==> src/rtl/multiplexed_ssd_driver.sv <==
// Multiplexed seven-segment display driver.
// Scans NUM_DIGITS digits, dwelling SCAN_DIV clocks on each. New content is
// loaded into a pending register and only reaches the display at a frame
// boundary, so a frame never shows a mix of old and new digits.
//
// Ports
//   Clock        : single clock, all state on rising edge
//   Resetn       : asynchronous active-low reset
//   Enable       : 0 blanks all outputs; scanning and loads keep running
//   Load         : one-cycle strobe capturing Data/DP into the pending register
//   Data         : hex nibbles, nibble i drives digit i (digit 0 = LS digit)
//   DP           : decimal-point request per digit
//   Segments     : registered segment drive, bit0 = a ... bit6 = g
//   DecimalPoint : registered decimal-point drive, same polarity as Segments
//   DigitSelect  : registered one-hot / one-cold digit enable
//   FrameTick    : one-cycle pulse with the first output cycle of each frame
module multiplexed_ssd_driver #(
  parameter int NUM_DIGITS     = 4,
  parameter int SCAN_DIV       = 50000,
  parameter int SEG_ACTIVE_LOW = 1,
  parameter int DIG_ACTIVE_LOW = 1,
  parameter int LZ_BLANK       = 1
) (
  input  logic                    Clock,
  input  logic                    Resetn,
  input  logic                    Enable,
  input  logic                    Load,
  input  logic [4*NUM_DIGITS-1:0] Data,
  input  logic [NUM_DIGITS-1:0]   DP,
  output logic [6:0]              Segments,
  output logic                    DecimalPoint,
  output logic [NUM_DIGITS-1:0]   DigitSelect,
  output logic                    FrameTick
);

  localparam int PW = $clog2(SCAN_DIV);
  localparam int IW = (NUM_DIGITS > 1) ? $clog2(NUM_DIGITS) : 1;
  localparam logic [PW-1:0] PRESC_LAST = PW'(SCAN_DIV - 1);
  localparam logic [IW-1:0] IDX_LAST   = IW'(NUM_DIGITS - 1);
  localparam logic [6:0] SEG_OFF = (SEG_ACTIVE_LOW != 0) ? 7'h7F : 7'h00;
  localparam logic       DP_OFF  = (SEG_ACTIVE_LOW != 0) ? 1'b1 : 1'b0;
  localparam logic [NUM_DIGITS-1:0] DIG_OFF =
    (DIG_ACTIVE_LOW != 0) ? {NUM_DIGITS{1'b1}} : {NUM_DIGITS{1'b0}};

  logic [PW-1:0]           presc_q, presc_d;
  logic [IW-1:0]           idx_q, idx_d;
  logic [4*NUM_DIGITS-1:0] disp_data_q, disp_data_d;
  logic [NUM_DIGITS-1:0]   disp_dp_q, disp_dp_d;
  logic [4*NUM_DIGITS-1:0] pend_data_q, pend_data_d;
  logic [NUM_DIGITS-1:0]   pend_dp_q, pend_dp_d;
  logic                    pend_flag_q, pend_flag_d;
  logic                    wrap_q, wrap_d;
  logic [6:0]              seg_q, seg_d;
  logic                    dp_out_q, dp_out_d;
  logic [NUM_DIGITS-1:0]   dig_q, dig_d;
  logic                    tick_q, tick_d;

  logic                    dwell_end, frame_end;
  logic [NUM_DIGITS-1:0]   blank_mask;
  logic                    zero_above;
  logic [3:0]              cur_nib;
  logic                    cur_dp, cur_blank;
  logic [6:0]              seg_on;
  logic [NUM_DIGITS-1:0]   dig_onehot;

  // Active-high gfedcba patterns.
  function automatic logic [6:0] seg_decode(input logic [3:0] nib);
    case (nib)
      4'h0: return 7'h3F;
      4'h1: return 7'h06;
      4'h2: return 7'h5B;
      4'h3: return 7'h4F;
      4'h4: return 7'h66;
      4'h5: return 7'h6D;
      4'h6: return 7'h7D;
      4'h7: return 7'h07;
      4'h8: return 7'h7F;
      4'h9: return 7'h6F;
      4'hA: return 7'h77;
      4'hB: return 7'h7C;
      4'hC: return 7'h39;
      4'hD: return 7'h5E;
      4'hE: return 7'h79;
      default: return 7'h71;
    endcase
  endfunction

  always_comb begin
    dwell_end = (presc_q == PRESC_LAST);
    frame_end = dwell_end && (idx_q == IDX_LAST);

    presc_d = dwell_end ? '0 : presc_q + 1'b1;
    idx_d   = idx_q;
    if (dwell_end) idx_d = frame_end ? '0 : idx_q + 1'b1;
    wrap_d  = frame_end;

    // Boundary transfer is evaluated before the load so a Load landing on
    // the boundary moves the older pending content and becomes the new one.
    disp_data_d = disp_data_q;
    disp_dp_d   = disp_dp_q;
    pend_data_d = pend_data_q;
    pend_dp_d   = pend_dp_q;
    pend_flag_d = pend_flag_q;
    if (frame_end && pend_flag_q) begin
      disp_data_d = pend_data_q;
      disp_dp_d   = pend_dp_q;
      pend_flag_d = 1'b0;
    end
    if (Load) begin
      pend_data_d = Data;
      pend_dp_d   = DP;
      pend_flag_d = 1'b1;
    end

    // Digit i (i>0) is blank when it and every higher digit are zero.
    blank_mask = '0;
    zero_above = 1'b1;
    for (int i = NUM_DIGITS - 1; i >= 1; i--) begin
      zero_above    = zero_above && (disp_data_q[i*4 +: 4] == 4'h0);
      blank_mask[i] = (LZ_BLANK != 0) && zero_above;
    end

    cur_nib    = 4'h0;
    cur_dp     = 1'b0;
    cur_blank  = 1'b0;
    dig_onehot = '0;
    for (int i = 0; i < NUM_DIGITS; i++) begin
      dig_onehot[i] = (idx_q == IW'(i));
      if (idx_q == IW'(i)) begin
        cur_nib   = disp_data_q[i*4 +: 4];
        cur_dp    = disp_dp_q[i];
        cur_blank = blank_mask[i];
      end
    end
    seg_on = cur_blank ? 7'h00 : seg_decode(cur_nib);

    seg_d    = SEG_OFF;
    dp_out_d = DP_OFF;
    dig_d    = DIG_OFF;
    if (Enable) begin
      seg_d    = (SEG_ACTIVE_LOW != 0) ? ~seg_on : seg_on;
      dp_out_d = (SEG_ACTIVE_LOW != 0) ? ~cur_dp : cur_dp;
      dig_d    = (DIG_ACTIVE_LOW != 0) ? ~dig_onehot : dig_onehot;
    end

    // wrap_q is high for the cycle in which index 0 of the new frame is
    // being registered, so the tick lines up with digit 0 on the outputs.
    tick_d = wrap_q;
  end

  always_ff @(posedge Clock or negedge Resetn) begin
    if (!Resetn) begin
      presc_q     <= '0;
      idx_q       <= '0;
      disp_data_q <= '0;
      disp_dp_q   <= '0;
      pend_data_q <= '0;
      pend_dp_q   <= '0;
      pend_flag_q <= 1'b0;
      wrap_q      <= 1'b0;
      seg_q       <= SEG_OFF;
      dp_out_q    <= DP_OFF;
      dig_q       <= DIG_OFF;
      tick_q      <= 1'b0;
    end else begin
      presc_q     <= presc_d;
      idx_q       <= idx_d;
      disp_data_q <= disp_data_d;
      disp_dp_q   <= disp_dp_d;
      pend_data_q <= pend_data_d;
      pend_dp_q   <= pend_dp_d;
      pend_flag_q <= pend_flag_d;
      wrap_q      <= wrap_d;
      seg_q       <= seg_d;
      dp_out_q    <= dp_out_d;
      dig_q       <= dig_d;
      tick_q      <= tick_d;
    end
  end

  assign Segments     = seg_q;
  assign DecimalPoint = dp_out_q;
  assign DigitSelect  = dig_q;
  assign FrameTick    = tick_q;

endmodule
==> config.mk <==
export PLATFORM = sky130hd
export DESIGN_NAME = multiplexed_ssd_driver
export DESIGN_NICKNAME = d
export VERILOG_FILES = /design/src/rtl/multiplexed_ssd_driver.sv
export SDC_FILE = /design/constraint.sdc
export NUM_CORES = 1
export LEC_CHECK = 0
export CELL_PAD_IN_SITES_DETAIL_PLACEMENT = 0
export CELL_PAD_IN_SITES_GLOBAL_PLACEMENT = 2
export CORE_UTILIZATION = 35
export DETAILED_ROUTE_END_ITERATION = 16
export PLACE_DENSITY_LB_ADDON = 0.1
export SLEW_MARGIN = 20
export SYNTH_ARGS = -nofsm -noshare
export SYNTH_HDL_FRONTEND = slang
export SYNTH_SLANG_ARGS = --single-unit
==> constraint.sdc <==
create_clock -name Clock -period 2.43 [get_ports Clock]
set_input_delay 0.486 -clock Clock [delete_from_list [all_inputs] [get_ports Clock]]
set_output_delay 0.486 -clock Clock [all_outputs]
set_load 0.1 [all_outputs]
==> results.py <==
metrics = {
    "power": {
        "p_leak_nw": 1.76,
        "p_total_w": 0.00240,
        "ir_drop_uv": 280,
        "power_density_nw_per_um2": 585,
    },
    "outcome": {
        "status": "finished, final reports clean",
    },
    "yosys": {
        "netlist_instances": 259,
        "synth_nets": 294,
        "syn-cell-area_um2": 3370,
        "synth.distinct_cells": 46,
        "ys_ff_latch": 73,
        "synth_warnings": 0,
        "async_reset_ff_share_pct": 100,
        "synth_seq_area_share_pct": 54.6,
        "synth_area_per_cell_um2": 13.0,
        "synth-main-ff-cell": "dfrtp_1",
        "synth-edff-count": 0,
    },
    "route": {
        "drc": 0,
        "totalWireLength_mm": 6.34,
        "drt-vias-per-instance": 4.76,
        "vias": 2086,
        "avgRoutedWirePerCell_um": 14.5,
        "firstDrtPassIters": 4,
        "drt-initial-drc-count": 65,
        "ant_nets": 0,
    },
    "die": {
        "die_h_um": 100,
        "dieArea_um2": 10000,
        "rows": 35,
        "design.portCount": 37,
        "coreArea_um2": 9280,
        "start_util_pct": 36.3,
        "die_x_um": 100,
    },
    "run": {
        "cap_violations": 0,
    },
    "clock_tree": {
        "htree_levels": 3,
        "cts-root-buf": "clkbuf_8",
        "clkSinkCount": 73,
        "cts_buffer_depth": 2,
        "cts_buffers": 9,
        "path_clk_slew_ps": 80,
        "clk_latency_ps": 350,
        "ctsHoldBuffers": 0,
        "cts_tree": "built",
    },
    "worst_setup_path": {
        "worstSetupEndpointType": "register",
        "reg2reg_from": "idx_q[0]$_DFFE_PN0N_",
        "cp.arrival_ps": 2520,
        "cp_max_fo": 10,
        "reg2reg_slack_ps": 200,
        "required_ps": 2720,
        "reg2reg_depth": 9,
        "reg2reg_to": "Segments[3]$_DFF_PN1_",
        "timing.setup.critical_path_class": "reg2reg",
        "startpoint_type": "register",
    },
    "placement": {
        "routabilityCongestion": 0.790,
        "portBuffers": 36,
        "dp_worst_setup_slack_ps": -36.2,
        "place_hpwl_mm": 4.33,
    },
    "cells_and_area": {
        "multiInputGateArea_um2": 1460,
        "regArea_um2": 1840,
        "fin_nets": 339,
        "area_growth_pct": 21.3,
        "nFillCells": 895,
        "drive_above_1_share_pct": 32.7,
        "diodes": 0,
        "post-route-util_pct": 44.1,
    },
    "sta": {
        "finalSetupViolCount": 0,
        "timing.fmax_ghz": 0.448,
        "finalHoldViolations": 0,
        "clock_skew_ps": 11.8,
        "setup_slack_ps": 198,
        "setup_tns_ps": 0,
        "finalCritPeriodShare_pct": 91.9,
        "worst_pin_slew_ps": 806,
        "slew_headroom_pct": 46.2,
        "final_max_slew_viol_count": 0,
        "period_needed_ps": 2230,
    },
    "global_route": {
        "grt_pass1_wl_mm": 10.6,
        "grt_overflow": 0,
        "grt_max_degree": 36,
        "antenna_found_initial": 0,
        "grtUsageTotal_pct": 13.9,
        "grt_pass1_vias": 2108,
    },
    "hold_path": {
        "hp-class": "in2async",
    },
}
## stage by stage
stage	instance area [um^2]	hold slack, ps	cells
final	4090	226	438
after global routing	4090	275	438
after CTS	4070	245	437
after detailed placement	3870	349	421
after global placement	3870	347	421
after floorplan	3380	190	259
## critical path: stages, from the launching register on
cell and delay [ps]:
dfrtp_1 420, inv_1 120, ha_2 280, a211oi_1 90
a221oi_2 390, inv_1 170, ha_1 320, mux2i_1 60
mux2_2 270, nand2_1 70
## registers in the layout (all words and copies together), names as in the netlist, 2 cells and up
| signal | flops |
|---|---|
| disp_data_q | 16 |
| pend_data_q | 16 |
| presc_q | 16 |
| Segments | 7 |
| DigitSelect | 4 |
| disp_dp_q | 4 |
| pend_dp_q | 4 |
| idx_q | 2 |
## power by group
part	internal, W	switching (W)
Clock	0.000478	0.000469
Combinational	0.0000766	0.0000941
Sequential	0.00126	0.0000196
Total	0.00181	0.000582
## cells in the mapped netlist, drive strengths merged, types with 2 or more instances
cell,number,area [um^2]
dfrtp,61,1530
mux2,41,537
nand2,21,78.8
dfstp,12,315
nor2,12,45.0
ha,11,138
clkbuf,8,30.0
inv,8,30.0
xor2,8,70.1
nand3,6,30.0
nor2b,6,37.5
a21oi,5,25.0
xnor2,5,43.8
and3,4,30.0
mux2i,4,40.0
nor3b,4,30.0
o21ai,4,20.0
o221ai,4,35.0
a221oi,3,26.3
buf,3,45.0
nand3b,3,22.5
nor4,3,33.8
a311oi,2,23.8
nand2b,2,12.5
nand4,2,12.5
or3,2,12.5
or4b,2,23.8
## cells in the final DEF, fill, tap and decap left out, types with 3 or more instances in the layout
cell type / instances
inv_1: 8
nand2_1: 21
xor2_1: 8
dfstp_2: 12
a21oi_1: 5
nor3b_1: 4
mux2_4: 20
nor2b_1: 5
xnor2_1: 5
clkinv_4: 3
nor2_1: 12
buf_4: 21
ha_1: 8
mux2i_1: 4
mux2_2: 21
clkbuf_8: 9
nand3b_1: 3
ha_2: 3
clkdlybuf4s50_1: 22
dfrtp_1: 61
and3_1: 3
nand3_1: 6
o221ai_1: 4
o21ai_0: 4
## kinds of logic (layout without fill, tap and decap cells)
logic type      Yosys count  in the layout  synth area share, %
simple gates             71             71                 11.8
flops                    73             73                 54.6
mux                      45             45                 17.1
fa+ha+maj                11             11                 4.08
xor+xnor                 13             13                 3.38
buf+inv                  19             69                 3.12
compound gates           27             27                 5.94
## metal layers
metal	vias to the layer above	GRT usage, %	routed length (um)
li1	1010	-	-
met1	1029	20.0	3260
met2	41	19.9	2720
met3	6	4.11	274
met4	0	5.02	80
met5	-	0	0
## area by class of cell
class	count	area share, %
clock buffer	10	3.12
inverter	8	0.734
timing repair buffer	45	9.85
tap	129	3.94
clock inverter	6	1.68
sequential	73	45.0
multi-input combinational	167	35.7
## worst max-delay path by stage
stage,from,endpoint,slack [ps],cells past startpoint
2_1_floorplan,idx_q[0]$_DFFE_PN0N_,Segments[3]$_DFF_PN1_,170,9
3_3_place_gp,idx_q[0]$_DFFE_PN0N_,Segments[3]$_DFF_PN1_,50,10
3_5_place_dp,idx_q[0]$_DFFE_PN0N_,Segments[3]$_DFF_PN1_,-40,10
4_1_cts,idx_q[0]$_DFFE_PN0N_,Segments[3]$_DFF_PN1_,30,10
5_1_grt,idx_q[0]$_DFFE_PN0N_,Segments[3]$_DFF_PN1_,-20,9
6_report,idx_q[0]$_DFFE_PN0N_,Segments[3]$_DFF_PN1_,200,9
## what timing repair did
action | 4_1_cts | 5_1_grt
setup endpoints to repair | 3 | 6
pin swaps | 0 | 1
gates resized for setup | 1 | 4
setup buffers | 0 | 1
No activity file was read; power rests on OpenSTA's default activity.
==> edit 1 (config.mk and constraints unchanged) <==
Register the inputs `Enable`, `Load`, `Data` and `DP` before use, without a reset. The logic sees them one clock later. Comments in the files are not updated.
--- a/src/rtl/multiplexed_ssd_driver.sv
+++ b/src/rtl/multiplexed_ssd_driver.sv
@@ -41,6 +41,18 @@
   localparam logic       DP_OFF  = (SEG_ACTIVE_LOW != 0) ? 1'b1 : 1'b0;
   localparam logic [NUM_DIGITS-1:0] DIG_OFF =
     (DIG_ACTIVE_LOW != 0) ? {NUM_DIGITS{1'b1}} : {NUM_DIGITS{1'b0}};
+
+  logic Enable_q;
+  logic Load_q;
+  logic [4*NUM_DIGITS-1:0] Data_q;
+  logic [NUM_DIGITS-1:0] DP_q;
+
+  always_ff @(posedge Clock) begin
+    Enable_q <= Enable;
+    Load_q   <= Load;
+    Data_q   <= Data;
+    DP_q     <= DP;
+  end
 
   logic [PW-1:0]           presc_q, presc_d;
   logic [IW-1:0]           idx_q, idx_d;
@@ -106,9 +118,9 @@
       disp_dp_d   = pend_dp_q;
       pend_flag_d = 1'b0;
     end
-    if (Load) begin
-      pend_data_d = Data;
-      pend_dp_d   = DP;
+    if (Load_q) begin
+      pend_data_d = Data_q;
+      pend_dp_d   = DP_q;
       pend_flag_d = 1'b1;
     end
 
@@ -137,7 +149,7 @@
     seg_d    = SEG_OFF;
     dp_out_d = DP_OFF;
     dig_d    = DIG_OFF;
-    if (Enable) begin
+    if (Enable_q) begin
       seg_d    = (SEG_ACTIVE_LOW != 0) ? ~seg_on : seg_on;
       dp_out_d = (SEG_ACTIVE_LOW != 0) ? ~cur_dp : cur_dp;
       dig_d    = (DIG_ACTIVE_LOW != 0) ? ~dig_onehot : dig_onehot;
Function: changed (Yosys sat finds a counterexample within 4 cycles, from zero or initial values and one cycle with Resetn low).
==> edit 1 against the original RTL <==
- utilization fell by 0.28 points
- area after synthesis grew 13%
- total power is 23% higher
- design area up 12%
- sequential cell count increased by 22
- routed wire length increased by 8.6%
- setup slack got worse by 0.025 ns
- largest power group unchanged
==> edit 1: results (changes against the original RTL) <==
worst hold path class=in -> async; worst skew pair latency=0.38 ns (+0.03 ns); routed wire length per instance=14.6 um (+1.2%); Synthesized Nets=316 (+7.5%); number of port buffers=36 (unchanged); ys async rst share=0.768 (-0.232); fin nets=364 (+7.4%); sequential cell area fraction in the yosys report=0.599 (+0.0524); status=finished, final reports clean; count of TritonRoute iterations in the first routing pass=4 (unchanged); First DRT Iteration DRCs=87 (+34%); dpl hpwl=4.79 mm (+11%); layout cells sized above 1=0.299 (-0.0275); Synth area leaders=dfrtp_1 40%, dfxtp_1 12%, dfstp_2 8.3%; fillcell total=1,019 (+14%); clock buffer depth=2 (unchanged); crit-path max FO=10 (unchanged); GR Util All Layers=0.141 (+0.00171); Post-Place Worst Slack=-0.0128 ns (+0.0234 ns); Root Driver=clkbuf_8; htree depth=3 (unchanged); GPL Wtd Cong=0.778 (-1.6%); cell with the most instances after synthesis=dfrtp_1; Int Pwr=2.30 mW (+27%); synth cell count leaders=61 x dfrtp_1, 22 x dfxtp_1, 21 x mux2_2, 21 x nand2_1, 20 x mux2_4; largest net degree at the start of global routing=26 (-28%); Unique masters post-synth=47 (+2.2%); Least-Margin Pin Slew=0.543 ns (-0.264 ns); first-pass GRT wire length=11.8 mm (+11%); CTS clock-pin slew for the worst setup and hold paths=0.09 ns; Worst EP arrival=2.57 ns (+0.05 ns); vias in the first global route=2,311 (+9.6%); Layout Skew=0.00823 ns (-0.00355 ns); Yosys warning count=0 (unchanged); peak supply drop=0.332 mV (+19%); leak pwr=1.97 nW (+12%); ANT cells=0 (unchanged); Vias/cell=4.62 (-3.0%); TritonCTS buffer count=9 (unchanged); initial antenna violation count=0 (unchanged)
edit 1: cell families after synthesis:
group / Yosys count / synth area share
DFF: 95 / 0.599
and+or+nand+nor: 71 / 0.104
muxes: 45 / 0.151
AOI/OAI and AO/OA: 27 / 0.0525
buffers and inverters: 19 / 0.0276
xor gates and xnor gates: 13 / 0.0299
adders and majority gates: 11 / 0.0361
edit 1: final timing paths:
check / from / endpoint / slack [ns] / depth (start not counted)
worst max-delay path: idx_q[0] / Segments[3] / 0.17 / 9
worst min-delay path: Resetn / disp_data_q[4] / 0.09 / 1
worst max register to register: idx_q[0] / Segments[3] / 0.17 / 9
worst min register to register: tick_d / FrameTick / 0.36 / 0
max in group asynchronous: Resetn / Segments[3] / 1.76 / 2
min in group Clock: tick_d / FrameTick / 0.36 / 0
edit 1: cell type report:
type,instances,area share
sequential,95,0.498
multi-input combinational,167,0.317
timing repair buffer,48,0.0956
clock buffer,12,0.0295
tap,136,0.0371
inverter,8,0.00655
clock inverter,4,0.0158
edit 1: repair_timing:
action,4_1_cts,5_1_grt
setup endpoints to repair,3,6
setup buffers,0,2
pin swaps,0,1
gates resized for setup,1,2
hold buffers,0,0
edit 1: worst max-delay path, cell delays in order (launching register included):
cell and delay, ns:
dfrtp_1 0.43, inv_1 0.12, ha_1 0.34, nor3b_1 0.38
a221oi_4 0.07, buf_4 0.17, ha_1 0.29, mux2i_1 0.06
mux2_2 0.27, nand2_1 0.07
edit 1: per-layer routing:
metal / up-vias / wire length, um / GRT usage
met3: 11 / 267 / 0.0521
met5: - / 0 / 0
met1: 1054 / 3380 / 0.177
li1: 1077 / - / -
met4: 0 / 143 / 0.0655
met2: 29 / 3090 / 0.214
edit 1: metrics by stage:
step	cell area [um2]	power, mW	TNS [ns]	instances	hold slack, ns
finish	4580	2.94	0	470	0.0853
global placement	4340	1.87	0	452	0.338
detailed placement	4340	1.87	-0.0128	452	0.341
global route	4580	3.07	0	470	0.0977
floorplan	3820	1.78	0	281	0.190
CTS	4560	3.00	0	468	0.0735
edit 1: power groups by stage:
stage	Combinational, mW	Clock, mW	Sequential (mW)
after floorplan	0.0451	0	1.73
after global placement	0.175	0	1.69
after detailed placement	0.177	0	1.70
after CTS	0.178	1.16	1.66
after global routing	0.188	1.21	1.67
final	0.173	1.11	1.66
==> edit 2 (same settings) <==
Made on the original files. `SCAN_DIV`: 50000 -> 100000.
--- a/src/rtl/multiplexed_ssd_driver.sv
+++ b/src/rtl/multiplexed_ssd_driver.sv
@@ -16,7 +16,7 @@
 //   FrameTick    : one-cycle pulse with the first output cycle of each frame
 module multiplexed_ssd_driver #(
   parameter int NUM_DIGITS     = 4,
-  parameter int SCAN_DIV       = 50000,
+  parameter int SCAN_DIV       = 100000,
   parameter int SEG_ACTIVE_LOW = 1,
   parameter int DIG_ACTIVE_LOW = 1,
   parameter int LZ_BLANK       = 1
Check against the original RTL: no difference found for any inputs over 10 cycles, from zero or initial values and one cycle with Resetn low; that may be too few to reach the edited logic, so the function may still have changed.
==> edit 2 against the original RTL <==
- design area rose by 3.2%
- total power rose by 2.4%
- first-iteration DRC count fell by 20%
- sequential cell count up 1
- setup slack worse by 0.016 ns
- die area rose by 4.1%
- routed wire length grew 6.6%
- area after synthesis rose by 4.2%
- non-clock buffer count is 2 higher
- largest power group unchanged
==> edit 2: results (changes against the original RTL) <==
vias in the first global route=2,094 (-0.66%); Vias/cell=4.68 (-1.8%); first-pass GRT wire length=11.3 mm (+6.2%); clk cell area share=0.0483 (+0.000298); clock buffer depth=2 (unchanged); Adder-Cell Fraction of Synth Area=0.0392 (-0.00163); post-synthesis mux area share=0.167 (-0.00398); multi-input combinational area share=0.362 (+0.00590); First DRT Iteration DRCs=52 (-20%); Least-Margin Pin Slew=0.496 ns (-0.310 ns); status=finished, final reports clean; Post-DP Area=3990 um2 (+3.1%); leak pwr=1.79 nW (+1.5%); Unique masters post-synth=55 (+20%); xor/xnor share of the synthesized area=0.0324 (-0.00135); Plain + repair buffers=47 (+4.4%); Post-Place Worst Slack=0.0585 ns (+0.0946 ns); biggest regs=presc_q x17, disp_data_q x16, pend_data_q x16; Layout clock buffers=11 (+1); peak supply drop=0.291 mV (+4.1%); GRT met3 Usage=0.0622 (+0.0212); worst hold path class=in -> async; crit-path max FO=7 (-3); synthesized area per cell=13.2 um2 (+1.0%); Worst EP arrival=2.55 ns (+0.03 ns); Slew Viols, Final=0 (unchanged); M1 WL=3.61 mm (+11%); fin nets=348 (+2.7%); layout cells sized above 1=0.349 (+0.0222); routed wire length per instance=15.0 um (+3.5%); fillcell total=973 (+8.7%); wire length on met3=347 um (+27%); register area=1870 um2 (+1.4%); post-synthesis compound-gate area fraction=0.0641 (+0.00476); sequential cell area fraction in the yosys report=0.532 (-0.0147); global-route met1 utilization=0.215 (+0.0145); Int Pwr=1.88 mW (+3.5%); cells after synthesis=267 (+3.1%); Synthesized Nets=302 (+2.7%); dpl hpwl=4.66 mm (+7.6%); metal2 WL=2.70 mm (-0.81%); flop and latch count out of synthesis=74 (+1.4%); Layout Cells excl Fill=451 (+3.0%); M2 GR Usage=0.195 (-0.00453); Multi-In Gates=172 (+3.0%); Synth area leaders=dfrtp_1 44%, dfstp_2 9.0%, mux2_4 8.6%; crit-path max cell delay=0.38 ns (-0.04 ns)
edit 2: cell count changes after synthesis, sizes merged, moves of 3 or more:
| cell | unedited run | this run |
|---|---|---|
| and4 | 1 | 4 |
| buf | 3 | 9 |
| clkbuf | 8 | 3 |
| nand3 | 6 | 3 |
| nand4 | 2 | 7 |
| nor4b | 0 | 3 |
| xnor2 | 5 | 9 |
| xor2 | 8 | 4 |
edit 2: repair_timing:
action | in CTS | in global routing
endpoints found under the setup margin | 0 | 5
resized for setup | 0 | 3
endpoints found under the hold margin | 0 | 0
setup buffers | 0 | 3
edit 2: kinds of logic after synthesis:
logic type,after synthesis
AO/OA/AOI/OAI,27
flip-flops,74
AND/OR/NAND/NOR,75
XOR/XNOR,13
multiplexers,46
adder cells (fa/ha/maj),11
buffers and inverters,21
edit 2: final timing paths:
path | startpoint | end | slack, ns | cells after the start
worst max-delay path | idx_q[1] | Segments[3] | 0.18 | 9
worst min-delay path | Resetn | disp_data_q[0] | 0.06 | 1
worst max register to register | idx_q[1] | Segments[3] | 0.18 | 9
worst min register to register | tick_d | FrameTick | 0.36 | 0
max in group asynchronous | Resetn | pend_data_q[10] | 1.80 | 2
min in group Clock | tick_d | FrameTick | 0.36 | 0
edit 2: power by group through the flow:
stage	registers (mW)	clock network, mW	logic (mW)
after floorplan	1.36	0	0.0457
after global placement	1.32	0	0.174
after detailed placement	1.32	0	0.175
after CTS	1.30	1.04	0.175
after global routing	1.30	1.09	0.185
final	1.29	0.987	0.171
edit 2: metrics by stage:
stage | power, mW | utilization
final | 2.45 | 0.434
after global routing | 2.57 | 0.434
after CTS | 2.51 | 0.431
after detailed placement | 1.49 | 0.410
after global placement | 1.49 | 0.410
after floorplan | 1.40 | -
